==> config.mk <==
export PLATFORM = sky130hd
export DESIGN_NAME = tdm_demux
export DESIGN_NICKNAME = d
export VERILOG_FILES = /design/src/rtl/tdm_demux_pkg.sv /design/src/rtl/tdm_slot_counter.sv /design/src/rtl/tdm_demux.sv
export SDC_FILE = /design/constraint.sdc
export NUM_CORES = 1
export LEC_CHECK = 0
export ABC_AREA = 0
export CAP_MARGIN = 20
export CORE_AREA = 2 2 39 41
export CTS_CLUSTER_DIAMETER = 30
export DETAILED_ROUTE_END_ITERATION = 6
export DIE_AREA = 0 0 41 43
export DONT_BUFFER_PORTS = 1
export GPL_TIMING_DRIVEN = 0
export SYNTH_ARGS = -nofsm -noshare
export SYNTH_HDL_FRONTEND = slang
export SYNTH_HIERARCHICAL = 1
export SYNTH_SLANG_ARGS = --single-unit
==> constraint.sdc <==
create_clock -name clk -period 3.9 [get_ports clk]
set_input_delay 0.78 -clock clk [delete_from_list [all_inputs] [get_ports clk]]
set_output_delay 0.78 -clock clk [all_outputs]
set_load 0.005 [all_outputs]
==> src/rtl/tdm_demux_pkg.sv <==
// -----------------------------------------------------------------------------
// tdm_demux_pkg
// Shared types and constants for the TDM demultiplexer.
//   state_t      : receiver lock state (HUNT = searching for sync, RECV = locked)
//   PARITY_SLOTS : extra slots per frame (1 when TDM_DEMUX_PARITY_EN is defined)
//   slot_width() : bits needed to index every slot of a frame
// Optional feature macro: TDM_DEMUX_PARITY_EN (adds a trailing parity slot).
// -----------------------------------------------------------------------------
package tdm_demux_pkg;

    typedef enum logic {
        HUNT = 1'b0,
        RECV = 1'b1
    } state_t;

`ifdef TDM_DEMUX_PARITY_EN
    localparam int PARITY_SLOTS = 1;
`else
    localparam int PARITY_SLOTS = 0;
`endif

    // A one-bit counter is the narrowest useful width, even for two slots.
    function automatic int slot_width(input int slots);
        return (slots > 2) ? $clog2(slots) : 1;
    endfunction

endpackage

==> src/rtl/tdm_slot_counter.sv <==
// -----------------------------------------------------------------------------
// tdm_slot_counter
// Slot position within the current frame.
//   clk, srst-style synchronous reset on rst (active high)
//   inc   : advance one slot, wrapping from SLOTS-1 to 0
//   load1 : force slot to 1 (a sync beat has just been stored as slot 0);
//           takes priority over inc
//   slot  : current slot index
//   last  : high when slot is the final slot of the frame
// -----------------------------------------------------------------------------
module tdm_slot_counter
    import tdm_demux_pkg::*;
#(
    parameter int SLOTS = 4,
    parameter int SW    = slot_width(SLOTS)
) (
    input  logic          clk,
    input  logic          rst,
    input  logic          inc,
    input  logic          load1,
    output logic [SW-1:0] slot,
    output logic          last
);

    logic [SW-1:0] slot_reg;
    logic [SW-1:0] slot_next;

    always_comb begin
        slot_next = slot_reg;
        if (load1) begin
            slot_next = SW'(1);
        end else if (inc) begin
            slot_next = (slot_reg == SW'(SLOTS - 1)) ? '0 : slot_reg + SW'(1);
        end
    end

    always_ff @(posedge clk) begin
        if (rst) begin
            slot_reg <= '0;
        end else begin
            slot_reg <= slot_next;
        end
    end

    assign slot = slot_reg;
    assign last = (slot_reg == SW'(SLOTS - 1));

endmodule

==> src/rtl/tdm_demux.sv <==
// -----------------------------------------------------------------------------
// tdm_demux
// Receive-side time-division demultiplexer. Serial lane words arrive in fixed
// slot order; a frame_sync beat marks slot 0. Complete frames are presented in
// parallel on registered outputs with a one-cycle dout_valid strobe.
// Ports:
//   clk, rst (synchronous, active high)
//   din        : lane word for the current slot (sampled when din_valid)
//   din_valid  : beat qualifier; non-beat cycles are ignored
//   frame_sync : marks the slot-0 beat (qualified by din_valid)
//   dout       : lane k at [k*LANE_W +: LANE_W], updates only with dout_valid
//   dout_valid : one-cycle pulse, new frame on dout
//   sync_err   : one-cycle pulse, sync seen mid-frame (partial frame dropped)
//   locked     : high while receiving (RECV)
//   parity_err : (TDM_DEMUX_PARITY_EN only) one-cycle pulse, frame dropped
// Optional feature macro: TDM_DEMUX_PARITY_EN -- each frame carries one extra
// trailing slot whose bit 0 is the even parity over all lane bits.
// -----------------------------------------------------------------------------
module tdm_demux
    import tdm_demux_pkg::*;
#(
    parameter int NUM_LANES = 4,
    parameter int LANE_W    = 1
) (
    input  logic                        clk,
    input  logic                        rst,
    input  logic [LANE_W-1:0]           din,
    input  logic                        din_valid,
    input  logic                        frame_sync,
    output logic [NUM_LANES*LANE_W-1:0] dout,
    output logic                        dout_valid,
    output logic                        sync_err,
    output logic                        locked
`ifdef TDM_DEMUX_PARITY_EN
    ,
    output logic                        parity_err
`endif
);

    localparam int SLOTS = NUM_LANES + PARITY_SLOTS;
    localparam int SW    = slot_width(SLOTS);
    localparam int DW    = NUM_LANES * LANE_W;

    state_t          state_reg;
    state_t          state_next;

    logic [SW-1:0]   slot;
    logic            slot_last;
    logic            cnt_inc;
    logic            cnt_load1;
    logic            capture;
    logic            frame_done;
    logic            frame_accept;
    logic            sync_err_next;
    logic [SW-1:0]   wr_idx;

    logic [DW-1:0]        shadow_reg;
    logic [DW-1:0]        frame_word;
    logic [NUM_LANES-1:0] lane_hit;

    logic [DW-1:0]   dout_reg;
    logic            dout_valid_reg;
    logic            sync_err_reg;

    tdm_slot_counter #(
        .SLOTS (SLOTS),
        .SW    (SW)
    ) u_slot_counter (
        .clk   (clk),
        .rst   (rst),
        .inc   (cnt_inc),
        .load1 (cnt_load1),
        .slot  (slot),
        .last  (slot_last)
    );

    always_ff @(posedge clk) begin
        if (rst) begin
            state_reg <= HUNT;
        end else begin
            state_reg <= state_next;
        end
    end

    always_comb begin
        state_next    = state_reg;
        cnt_inc       = 1'b0;
        cnt_load1     = 1'b0;
        capture       = 1'b0;
        frame_done    = 1'b0;
        sync_err_next = 1'b0;
        case (state_reg)
            HUNT: begin
                if (din_valid && frame_sync) begin
                    state_next = RECV;
                    cnt_load1  = 1'b1;
                    capture    = 1'b1;
                end
            end
            RECV: begin
                if (din_valid) begin
                    capture = 1'b1;
                    if (frame_sync && (slot != '0)) begin
                        // Restart the frame on this beat; older lanes in the
                        // shadow are stale but will be overwritten before use.
                        sync_err_next = 1'b1;
                        cnt_load1     = 1'b1;
                    end else begin
                        cnt_inc    = 1'b1;
                        frame_done = slot_last;
                    end
                end
            end
            default: state_next = HUNT;
        endcase
    end

    // A (re)sync beat is always slot 0 regardless of the counter value.
    assign wr_idx = cnt_load1 ? '0 : slot;

    // Per-lane shadow storage. frame_word is the shadow with the current beat
    // merged in, so the last lane can go straight to dout on its own beat.
    // The parity slot index is >= NUM_LANES and so never hits a lane.
    generate
        for (genvar gi = 0; gi < NUM_LANES; gi++) begin : g_lane
            assign lane_hit[gi] = capture && (wr_idx == SW'(gi));
            assign frame_word[gi*LANE_W +: LANE_W] =
                lane_hit[gi] ? din : shadow_reg[gi*LANE_W +: LANE_W];

            always_ff @(posedge clk) begin
                if (rst) begin
                    shadow_reg[gi*LANE_W +: LANE_W] <= '0;
                end else if (lane_hit[gi]) begin
                    shadow_reg[gi*LANE_W +: LANE_W] <= din;
                end
            end
        end
    endgenerate

`ifdef TDM_DEMUX_PARITY_EN
    logic parity_ok;
    logic parity_err_reg;

    // Even parity: the parity bit equals the XOR of all lane bits.
    assign parity_ok    = ((^frame_word) == din[0]);
    assign frame_accept = frame_done && parity_ok;

    always_ff @(posedge clk) begin
        if (rst) begin
            parity_err_reg <= 1'b0;
        end else begin
            parity_err_reg <= frame_done && !parity_ok;
        end
    end

    assign parity_err = parity_err_reg;
`else
    assign frame_accept = frame_done;
`endif

    always_ff @(posedge clk) begin
        if (rst) begin
            dout_reg       <= '0;
            dout_valid_reg <= 1'b0;
            sync_err_reg   <= 1'b0;
        end else begin
            dout_valid_reg <= frame_accept;
            sync_err_reg   <= sync_err_next;
            if (frame_accept) begin
                dout_reg <= frame_word;
            end
        end
    end

    assign dout       = dout_reg;
    assign dout_valid = dout_valid_reg;
    assign sync_err   = sync_err_reg;
    assign locked     = (state_reg == RECV);

endmodule

==> flow_summary.toml <==
[outcome]
run_status = "complete, no violations"

[die]
die_width_um = 41
core.rowCount = 14
core_region_area_um2 = 1380
ios = 12
dieArea_um2 = 1760
start_util = 0.401
die-height_um = 43

[critical_path]
rrSetupSlack_ns = 2.07
cp_cell_sequence = "o21ai_0 -> nor2b_1 -> or3b_1 -> a31oi_1"
crit_start = "u_slot_counter/slot[0]"
cp_slowest_cell = "o21ai_0"
reg2reg_from = "u_slot_counter/slot[0]"
crit_family = "compound AO/OA/AOI/OAI gates"
reg2reg_to = "u_slot_counter/slot[0]"
cp-endpoint = "u_slot_counter/slot[0]"
crit_type = "flop to flop"
endpoint_kind = "flop"
critPathRequiredTime_ns = 4.12
critical_path_depth = 4
worstPathArrival_ns = 2.05
crit_buf_inv = 0
worstRegToRegCells = 4
slowest_delay_ns = 0.56
crit_path_max_fanout = 11
start_kind = "flop"

[global_route]
grt_pass1_vias = 408
antenna_found_initial = 0
grt_usage = 0.147
grt-ovfl-total = 0
grt_start_max_net_pins = 12
grt_pass1_wl_um = 1660

[sta]
hold_viol = 0
worst_slew_pin_slew_ns = 0.645
rsz0062_at_grt = "no"
clock_skew_ns = 0.00205
fmax_ghz = 0.545
finalSetupTns_ns = 0
finalSetupViolCount = 0
slew_viol_final = 0
slew_headroom = 0.565
min_period_over_period = 0.470
fin_crit_ns = 1.83
timing.final.ws_setup_ns = 2.07

[power_and_ir_drop]
p_switching_mw = 0.0544
comb_power_share = 0.054
p_int_mw = 0.181
p_sw_frac = 0.231
power_leakage_nw = 0.196
ir_drop_mv = 0.170
power_frac_clock = 0.352
pwr-share-seq = 0.594
powerDensity_nw_per_um2 = 391

[clock_network]
clock_sinks = 13
cts_max_level = 1
clk_path_buf_depth = 2
post_cts_buffers = 0
cts_tree = "done"
clk_pin_slew_ns = 0.07
cts_hold_buf = 0
clkLatencyLatePin_ns = 0.28
cts-root-buf = "clkbuf_4"
cts_buffers = 3
ctsResizeCount = 0

[synth]
yosys-top-cells-count = "dfxtp_1 (13), a21oi_1 (9), o21ai_0 (4), a311oi_1 (3), nor2_1 (3)"
yosysMostFrequentCell = "dfxtp_1"
yosysSeqAreaShare = 0.468
synth_edf_count = 0
syn_area_um2 = 556
syn_nets = 64
ys_types = 25
synth_ff_type = "dfxtp_1"
synthTopCellsByArea = "dfxtp_1 (47%), a21oi_1 (8.1%), a311oi_1 (4.7%), o21ai_0 (3.6%), nand4b_1 (3.2%)"
ys_async_sr_fraction = 0
syn_area_per_cell_um2 = 9.58
yosysTopAreaCellShare = 0.468
yosysWarnings = 6
ys_ff_latch = 13
synthCells = 58
yosys.area.top_type = "dfxtp_1"

[finish]
diodes = 0
final_layout_size_suffix_gt1_frac = 0.113
area_growth_pct = 8.33
nNetsFinal = 69

[routing]
routed_wirelength_um = 1030
drtPass1Iterations = 4
drc = 0
route.vias.total = 451
viasPerCell = 5.78
antenna_left = 0
initialDrtViolationCount = 6
wl_per_cell_um = 13.2

[placed_design]
post-dp-hpwl_um = 740
gp_congestion = 0.791
port_buffers = 0
dp_slack_ns = 2.04

[run]
cap_violations = 0

[worst_hold_path]
min_path_type = "flop to flop"
[power by group through the flow]
stage / logic [mW] / clock network [mW] / registers [mW]
after global routing: 0.0140 / 0.0976 / 0.140
after detailed placement: 0.0126 / 0 / 0.143
final: 0.0126 / 0.0829 / 0.140
after global placement: 0.0124 / 0 / 0.143
after floorplan: 0.0107 / 0 / 0.142
after CTS: 0.0126 / 0.0897 / 0.140
[stage by stage]
step | util | std cells | area (µm²) | hold slack, ns | power [mW]
2_1_floorplan | - | 58 | 556 | 0.469 | 0.152
6_report | 0.435 | 78 | 602 | 0.523 | 0.235
3_3_place_gp | 0.416 | 74 | 576 | 0.502 | 0.155
4_1_cts | 0.435 | 78 | 602 | 0.522 | 0.242
5_1_grt | 0.435 | 78 | 602 | 0.536 | 0.252
3_5_place_dp | 0.416 | 74 | 576 | 0.511 | 0.155
[cells in the final DEF, fill, tap and decap left out, types with 2 or more instances in the layout]
master	n
a21oi_1	9
a311oi_1	3
clkbuf_4	3
dfxtp_1	13
inv_1	2
nand2_1	2
nand3_1	2
nand4b_1	2
nor2_1	3
nor2b_1	2
o21ai_0	4
or3b_1	2
[cell type report]
cell class	count	area (µm²)
Multi-Input combinational cell	42	280
Clock buffer	4	26.3
Fill cell	145	782
Sequential cell	13	260
Inverter	2	7.51
Tap cell	16	20.0
Buffer	1	7.51
[per-layer routing]
metal	vias to the layer above	global-route usage	share of wire
met4	0	0.0800	0.029
met5	-	0	0
met1	198	0.181	0.49
li1	235	-	-
met2	15	0.184	0.41
met3	3	0.0995	0.071
[cell families (layout without fill, tap and decap cells)]
kind of cell,count (synthesis),count (layout),share of synthesized area
AOI/OAI and AO/OA,20,20,0.232
adders and majority gates,1,1,0.0225
buffers and inverters,3,7,0.0270
DFF,13,13,0.468
muxes,1,1,0.0180
and+or+nand+nor,20,20,0.232
[worst min path at each step]
stage	start	end	depth (start not counted)	slack, ns
final	shadow_reg[1]	shadow_reg[1]	2	0.52
after global routing	rst	u_slot_counter/slot[0]	1	0.54
after detailed placement	shadow_reg[3]	shadow_reg[3]	2	0.51
after CTS	shadow_reg[3]	shadow_reg[3]	2	0.52
after global placement	shadow_reg[3]	shadow_reg[3]	2	0.50
after floorplan	shadow_reg[1]	shadow_reg[1]	2	0.47
[tightest hold or removal path: cells and delay by family, from the launching register on]
kind	cells	cell delay, ns
compound gates	2	0.18
flops	1	0.30
No activity file was read; power rests on OpenSTA's default activity.
